--- src/rtl/cpu_fetch.sv ---
// ---------------------------------------------------------------------------
// cpu_fetch -- instruction fetch unit for the MiniSoC CPU.
//
// Fetches three consecutive words (opcode, opa, opb) starting at pc_o over a
// req/ack memory bus. It then pulses fetch_done_o for one cycle and waits for
// the executor's exec_done_i. On completion the PC advances either by STEP or
// to the jump target, and retired_o counts the completed instruction.
//
// Ports
//   clk_i         clock, rising edge
//   rst_n_i       asynchronous active-low reset
//   enable_i      run enable; a started instruction always completes
//   mem_req_o     memory read request (held until acked)
//   mem_addr_o    byte address of the requested word
//   mem_ack_i     read complete, mem_rdata_i valid this cycle
//   mem_rdata_i   read data
//   opcode_o/opa_o/opb_o  fetched instruction words
//   fetch_done_o  one-cycle instruction valid strobe
//   exec_done_i   executor finished the issued instruction
//   newpc_i       jump target, used when isjcc_i is set
//   isjcc_i       issued instruction was a taken jump
//   pc_o          address of the current/next instruction
//   retired_o     number of completed instructions (wraps)
// ---------------------------------------------------------------------------
module cpu_fetch #(
  parameter int                 WIDTH    = 32,
  parameter logic [WIDTH-1:0]   RESET_PC = '0,
  parameter logic [WIDTH-1:0]   STEP     = WIDTH'(12)
) (
  input  logic             clk_i,
  input  logic             rst_n_i,
  input  logic             enable_i,
  output logic             mem_req_o,
  output logic [WIDTH-1:0] mem_addr_o,
  input  logic             mem_ack_i,
  input  logic [WIDTH-1:0] mem_rdata_i,
  output logic [WIDTH-1:0] opcode_o,
  output logic [WIDTH-1:0] opa_o,
  output logic [WIDTH-1:0] opb_o,
  output logic             fetch_done_o,
  input  logic             exec_done_i,
  input  logic [WIDTH-1:0] newpc_i,
  input  logic             isjcc_i,
  output logic [WIDTH-1:0] pc_o,
  output logic [WIDTH-1:0] retired_o
);

  typedef enum logic [1:0] {
    IDLE      = 2'd0,
    FETCH     = 2'd1,
    ISSUE     = 2'd2,
    WAIT_EXEC = 2'd3
  } state_t;

  state_t           state;
  logic [1:0]       widx;
  logic [WIDTH-1:0] pc_next;

  // Address of the instruction after the one in flight; only meaningful at
  // the WAIT_EXEC completion edge, which is the only place it is used.
  always_comb begin
    pc_next = isjcc_i ? newpc_i : pc_o + STEP;
  end

  // NOTE: every register here uses non-blocking assignments so all state
  // updates see the values from before the edge, independent of order.
  always_ff @(posedge clk_i or negedge rst_n_i) begin
    if (!rst_n_i) begin
      state        <= IDLE;
      widx         <= 2'd0;
      mem_req_o    <= 1'b0;
      mem_addr_o   <= RESET_PC;
      pc_o         <= RESET_PC;
      opcode_o     <= '0;
      opa_o        <= '0;
      opb_o        <= '0;
      fetch_done_o <= 1'b0;
      retired_o    <= '0;
    end else begin
      fetch_done_o <= 1'b0;
      case (state)
        IDLE: begin
          if (enable_i) begin
            state      <= FETCH;
            widx       <= 2'd0;
            mem_req_o  <= 1'b1;
            mem_addr_o <= pc_o;
          end
        end

        FETCH: begin
          // Request and address stay put until the word is acknowledged.
          if (mem_ack_i) begin
            case (widx)
              2'd0:    opcode_o <= mem_rdata_i;
              2'd1:    opa_o    <= mem_rdata_i;
              default: opb_o    <= mem_rdata_i;
            endcase
            if (widx == 2'd2) begin
              state        <= ISSUE;
              widx         <= 2'd0;
              mem_req_o    <= 1'b0;
              fetch_done_o <= 1'b1;
            end else begin
              widx       <= widx + 2'd1;
              // Tracks pc_o + 4*widx; the request stays high for the next word.
              mem_addr_o <= mem_addr_o + WIDTH'(4);
            end
          end
        end

        ISSUE: begin
          // exec_done_i is deliberately not looked at in this cycle.
          state <= WAIT_EXEC;
        end

        WAIT_EXEC: begin
          if (exec_done_i) begin
            pc_o       <= pc_next;
            mem_addr_o <= pc_next;
            retired_o  <= retired_o + WIDTH'(1);
            widx       <= 2'd0;
            if (enable_i) begin
              state     <= FETCH;
              mem_req_o <= 1'b1;
            end else begin
              state <= IDLE;
            end
          end
        end

        default: state <= IDLE;
      endcase
    end
  end

endmodule
--- config.mk ---
export PLATFORM = sky130hd
export DESIGN_NAME = cpu_fetch
export DESIGN_NICKNAME = d
export VERILOG_FILES = /design/src/rtl/cpu_fetch.sv
export SDC_FILE = /design/constraint.sdc
export NUM_CORES = 1
export LEC_CHECK = 0
export BUFFER_PORTS_ARGS = -buffer_cell sky130_fd_sc_hd__buf_2
export CAP_MARGIN = 5
export CORE_MARGIN = 4
export CORE_UTILIZATION = 59
export CTS_BUF_LIST = sky130_fd_sc_hd__clkbuf_8
export DETAILED_ROUTE_END_ITERATION = 10
export PLACE_DENSITY_LB_ADDON = 0.08
export SLEW_MARGIN = 20
export SYNTH_ARGS = -nofsm -noshare
export SYNTH_HDL_FRONTEND = slang
export SYNTH_SLANG_ARGS = --single-unit
--- constraint.sdc ---
create_clock -name clk_i -period 3.9 [get_ports clk_i]
set_input_delay 1.17 -clock clk_i [delete_from_list [all_inputs] [get_ports clk_i]]
set_output_delay 1.17 -clock clk_i [all_outputs]
set_load 0.05 [all_outputs]
==> After elaboration in Yosys (flattened, before gate mapping) <==
Index checks and enable logic that the tools add are counted.
{ "op_classes": {"add_sub_neg": 4, "n_eq_ne": 10, "n_mux": 25, "n_bitwise": 1, "reduce_logical": 12} }
{ "op_table": {"columns": ["op", "n"], "rows": [
  ["$mux 32", 5],
  ["$pmux 32 s3", 1],
  ["$add 32x1->32 const B", 1],
  ["$add 32x3->32 const B", 1],
  ["$add 32x4->32 const B", 1],
  ["$mux 2", 8],
  ["$reduce_and 4->1", 3],
  ["$ne 2x2->1 const B", 5],
  ["$reduce_and 3->1", 3],
  ["$mux 1", 8],
  ["$pmux 2 s4", 1],
  ["$eq 2x2->1 const B", 3],
  ["$pmux 2 s3", 1],
  ["$reduce_and 5->1", 1],
  ["$eq 2x1->1 const B", 2],
  ["$logic_not 2->1", 2],
  ["$pmux 1 s3", 1],
  ["$reduce_bool 3->1", 1],
  ["$add 2x1->2 const B", 1],
  ["$reduce_and 2->1", 1],
  ["$reduce_or 2->1", 1],
  ["$not 1->1", 1]
]} }
{ "word_totals": {"reg_bits": 198, "in_bits": 70, "out_inout_bits": 194, "wordCells": 62} }

==> Longest topological paths before layout <==
{ "depth": {"ltp_word": 4, "mapped_depth": 9, "mapped_depth_nobuf": 8} }

==> Worst setup path before layout <==
No wires, ideal clock.
{ "synth_timing": {"kind": "flip-flop to flip-flop", "from": "register pc_o[2]", "to": "register mem_addr_o[22]", "setup_time_ns": 0.126, "arrival_ns": 2.618, "required_ns": 3.774, "slack_ns": 1.156, "path_stages_with_launch": 10, "period_less_slack_ns": 2.744, "cell_sequence": "dfrtp_1 > inv_1 > ha_1 > clkbuf_1 > or4_4 > buf_6 > nor3_2 > xnor2_1 > nor2_1 > o32a_1"} }
{ "synth_via": {"elab_chain_len": 4} }
{ "synth_lines": {"columns": ["item", "line_no", "source"], "rows": [
  ["start, declared", "44", "output logic [WIDTH-1:0] pc_o,"],
  ["start signal, assigned", "119", "pc_o <= pc_next;"],
  ["$add 32x4->32", "62", "pc_next = isjcc_i ? newpc_i : pc_o + STEP;"],
  ["$mux 32", "62", null],
  ["$mux 32", "118", "if (exec_done_i) begin"],
  ["$pmux 32 s3", "81", "case (state)"],
  ["end signal, assigned", "87", "mem_addr_o <= pc_o;"],
  ["end signal, assigned", "107", "mem_addr_o <= mem_addr_o + WIDTH'(4);"],
  ["end signal, assigned", "120", "mem_addr_o <= pc_next;"],
  ["end, declared", "34", "output logic [WIDTH-1:0] mem_addr_o,"]
]} }
Every way passes these cells. The select of a mux whose other input is x is not followed.
A chain may end at the register's enable or synchronous reset.

==> Final worst setup path <==
{ "layout_timing": {"from": "register pc_o[2]", "to": "register mem_addr_o[28]"} }
Same word-level chain as after synthesis.

==> impl_results.md <==
* Synth area leaders: dfrtp_1 50%, mux2_2 12%, nand2_1 3.8%
* Clk slew on worst S/H paths at 0.12 ns
* Slowest cell delay on critical path at 0.70 ns
* Total track usage at 0.280
* Initial antenna violation count at 1
* Routed Antenna Nets at 0
* Via count at 8633
* Worst EP required at 4.23 ns
* Max H-tree Level at 4
* Final Hold Viols at 0
* GPL Wtd Cong at 0.910
* Setup Fix Bufs, Post-CTS at 0
* Commonest non-fill, non-tap cell in the layout: buf_2
* First-pass GRT wire length at 41900 um
* CTS Hold Bufs at 0
* WHS Endpoint: retired_o[31]
* Post-synth EDFFs at 0
* Die ar. at 18900 sq um
* RSZ-0062 raised after global routing: no
* CTS resizes at 0
* Port Buffers at 263
* CP arrival at 3.18 ns
* Setup Skew at 0.0220 ns
* Library cells used by synthesis at 68
* Post-Syn Area at 9870 sq um
* Final setup fails at 0
* Wire length per cell at 18.7 um
* Inserted Clock Buffers at 17
* Root Buffer: clkbuf_8
* Clock Path Buffers at 2
* Worst R2R Path Depth at 7
* R2R Setup Slk at 1.04 ns
* Area taken by flip-flops and latches at 4950 sq um
* Status: completed
* Fillers at 1229
* Ys Warns at 0
* DP Wirelength at 19500 um
* Synth area leader: dfrtp_1
* I/O pin count at 264
* Vias in the first global route at 7946
* TritonRoute pass-1 iters at 5
* Largest net degree at the start of global routing at 73
* CP Cell Sequence: inv_1, ha_1, or4_4, nor4_2, xor2_1, o21ai_0, a41oi_1
* Area grow syn2layout at 20.5%
* Antenna diodes at 0
* Ys async rst share at 1.00
* Setup_tns at 0 ns
* Crit start category: flop
* R2r startpoint: pc_o[2]
* DRC viols at 0
* Fin crit period at 2.86 ns
* Period utilization at 0.733
* Worst-skew pair later-pin latency at 0.48 ns
* FMAX at 350 MHz
* # rows at 47
* Commonest non-fill, non-tap cells in the layout: 262 x buf_2, 198 x dfrtp_1, 101 x mux2_2
* Die Wd at 137 um
* Seq cells post-synth at 198
* Critical path's slowest cell: or4_4
* Vias per cell at 6.02
* CTS tree: built
* CORE AREA at 16500 sq um
* Max Cap Violations at 0
* Top-area cell type share of the netlist area at 0.502
* Nets at 1277
* Total Routed Length at 26700 um
* Slew Viols, Final at 0
* CP Capture Type: flop
* Worst Hold Margin at 0.486 ns
* Clk sink count at 198
* Layout cells sized above 1 at 0.360
* RR Endpoint: mem_addr_o[28]
* Worst-Margin Slew at 0.917 ns
* Worst min path class: flop to flop
* Post-synth top flop: dfrtp_1
* Syn_area_per_cell at 10.4 sq um
* Slew margin rel. at 0.383
* Area after DPL at 11500 sq um
* Area of the multi-input gates at 4610 sq um
* Hold Path Cell Cnt at 1
* Hold_sp: retired_o[31]
* Critical path class: flop to flop
* Top fanout value on the critical path at 11
* Initial Util at 0.599
* Mapped Cells at 948
* Final Instance Area at 11900 sq um
* DR iter-0 viols at 687
* Syn_nets at 1025
* Total grt overflow at 0
* Die height at 137 um
* Seq/Total Area, Yosys at 0.502
==> cells in the mapped netlist (3+ instances only) <==
cell type  instances
a2111oi_0          3
a211oi_1           4
a21o_1             3
a21oi_1           40
a221o_1            5
a221oi_1           8
a22o_1             6
a22oi_1            7
a2bb2oi_1          3
a31oi_1            9
a32oi_1            4
and2_1             4
and3_1            12
and4_1             7
buf_1             12
buf_2              6
clkbuf_1          36
dfrtp_1          198
ha_1               7
inv_1             17
mux2_2           101
mux2i_1            9
nand2_1           99
nand2b_1           6
nand3_1           31
nand3b_1           3
nand4_1           16
nor2_1            59
nor2b_1            6
nor3_1            19
nor4_1            20
nor4_2             5
o21a_1             5
o21ai_0           66
o221ai_1           5
o22a_1             3
o22ai_1           10
o2bb2ai_1          3
o31a_1             3
o31ai_1            6
xnor2_1           37
xor2_1             9
==> layout make-up <==
cell class	instances	area share
tap	220	0.0232
inverter	19	0.00600
timing repair buffer	289	0.131
sequential	198	0.417
multi-input combinational	675	0.388
clock inverter	15	0.0152
clock buffer	17	0.0197
==> state kept, by name, summed over array words and instances, names as in the netlist <==
| signal | count |
|---|---|
| fetch_done_o | 1 |
| state | 2 |
| opb_o | 32 |
| widx | 2 |
| pc_o | 32 |
| retired_o | 32 |
| mem_req_o | 1 |
| opa_o | 32 |
| mem_addr_o | 32 |
| opcode_o | 32 |
==> worst max path at each step <==
stage | end | depth (start not counted) | from | slack (ns)
finish | mem_addr_o[28] | 7 | pc_o[2] | 1.04
global route | mem_addr_o[28] | 7 | pc_o[2] | 0.89
CTS | mem_addr_o[28] | 7 | pc_o[2] | 1.11
detailed placement | mem_addr_o[22] | 8 | exec_done_i | 0.65
global placement | mem_addr_o[22] | 8 | exec_done_i | 0.74
floorplan | mem_addr_o[22] | 9 | pc_o[2] | 1.16
==> per-stage QoR <==
stage          std cells  utilization  setup WS (ns)
2_1_floorplan        948            -           1.16
3_3_place_gp        1401        0.697          0.740
3_5_place_dp        1401        0.697          0.651
4_1_cts             1433        0.722           1.11
5_1_grt             1433        0.722          0.891
6_report            1433        0.722           1.04
==> logic make-up (layout without fill, tap and decap cells) <==
family | after synthesis | after routing | share of synthesized area
adders and majority gates | 7 | 7 | 0.00888
and+or+nand+nor | 301 | 301 | 0.153
xor gates and xnor gates | 46 | 46 | 0.0408
AOI/OAI and AO/OA | 211 | 211 | 0.140
DFF | 198 | 198 | 0.502
muxes | 110 | 110 | 0.124
buffers and inverters | 75 | 340 | 0.0304
==> routing by layer <==
layer  vias up  track usage  wire length [um]
li1       3971            -                 -
met1      4167        0.407             11400
met2       438        0.426             12200
met3        55       0.0639              2440
met4         2       0.0776               631
met5         -            0                13
==> critical path, delay by kind of cell (launching register included) <==
kind / cells / cell delay, ns
AO/OA/AOI/OAI: 2 / 0.55
XOR/XNOR: 1 / 0.13
adder cells (fa/ha/maj): 1 / 0.34
buffers and inverters: 1 / 0.09
flip-flops: 1 / 0.46
AND/OR/NAND/NOR: 2 / 1.13
Power is not shown: default switching activity piles up to over one toggle a cycle in this logic, so the estimate is an artifact.
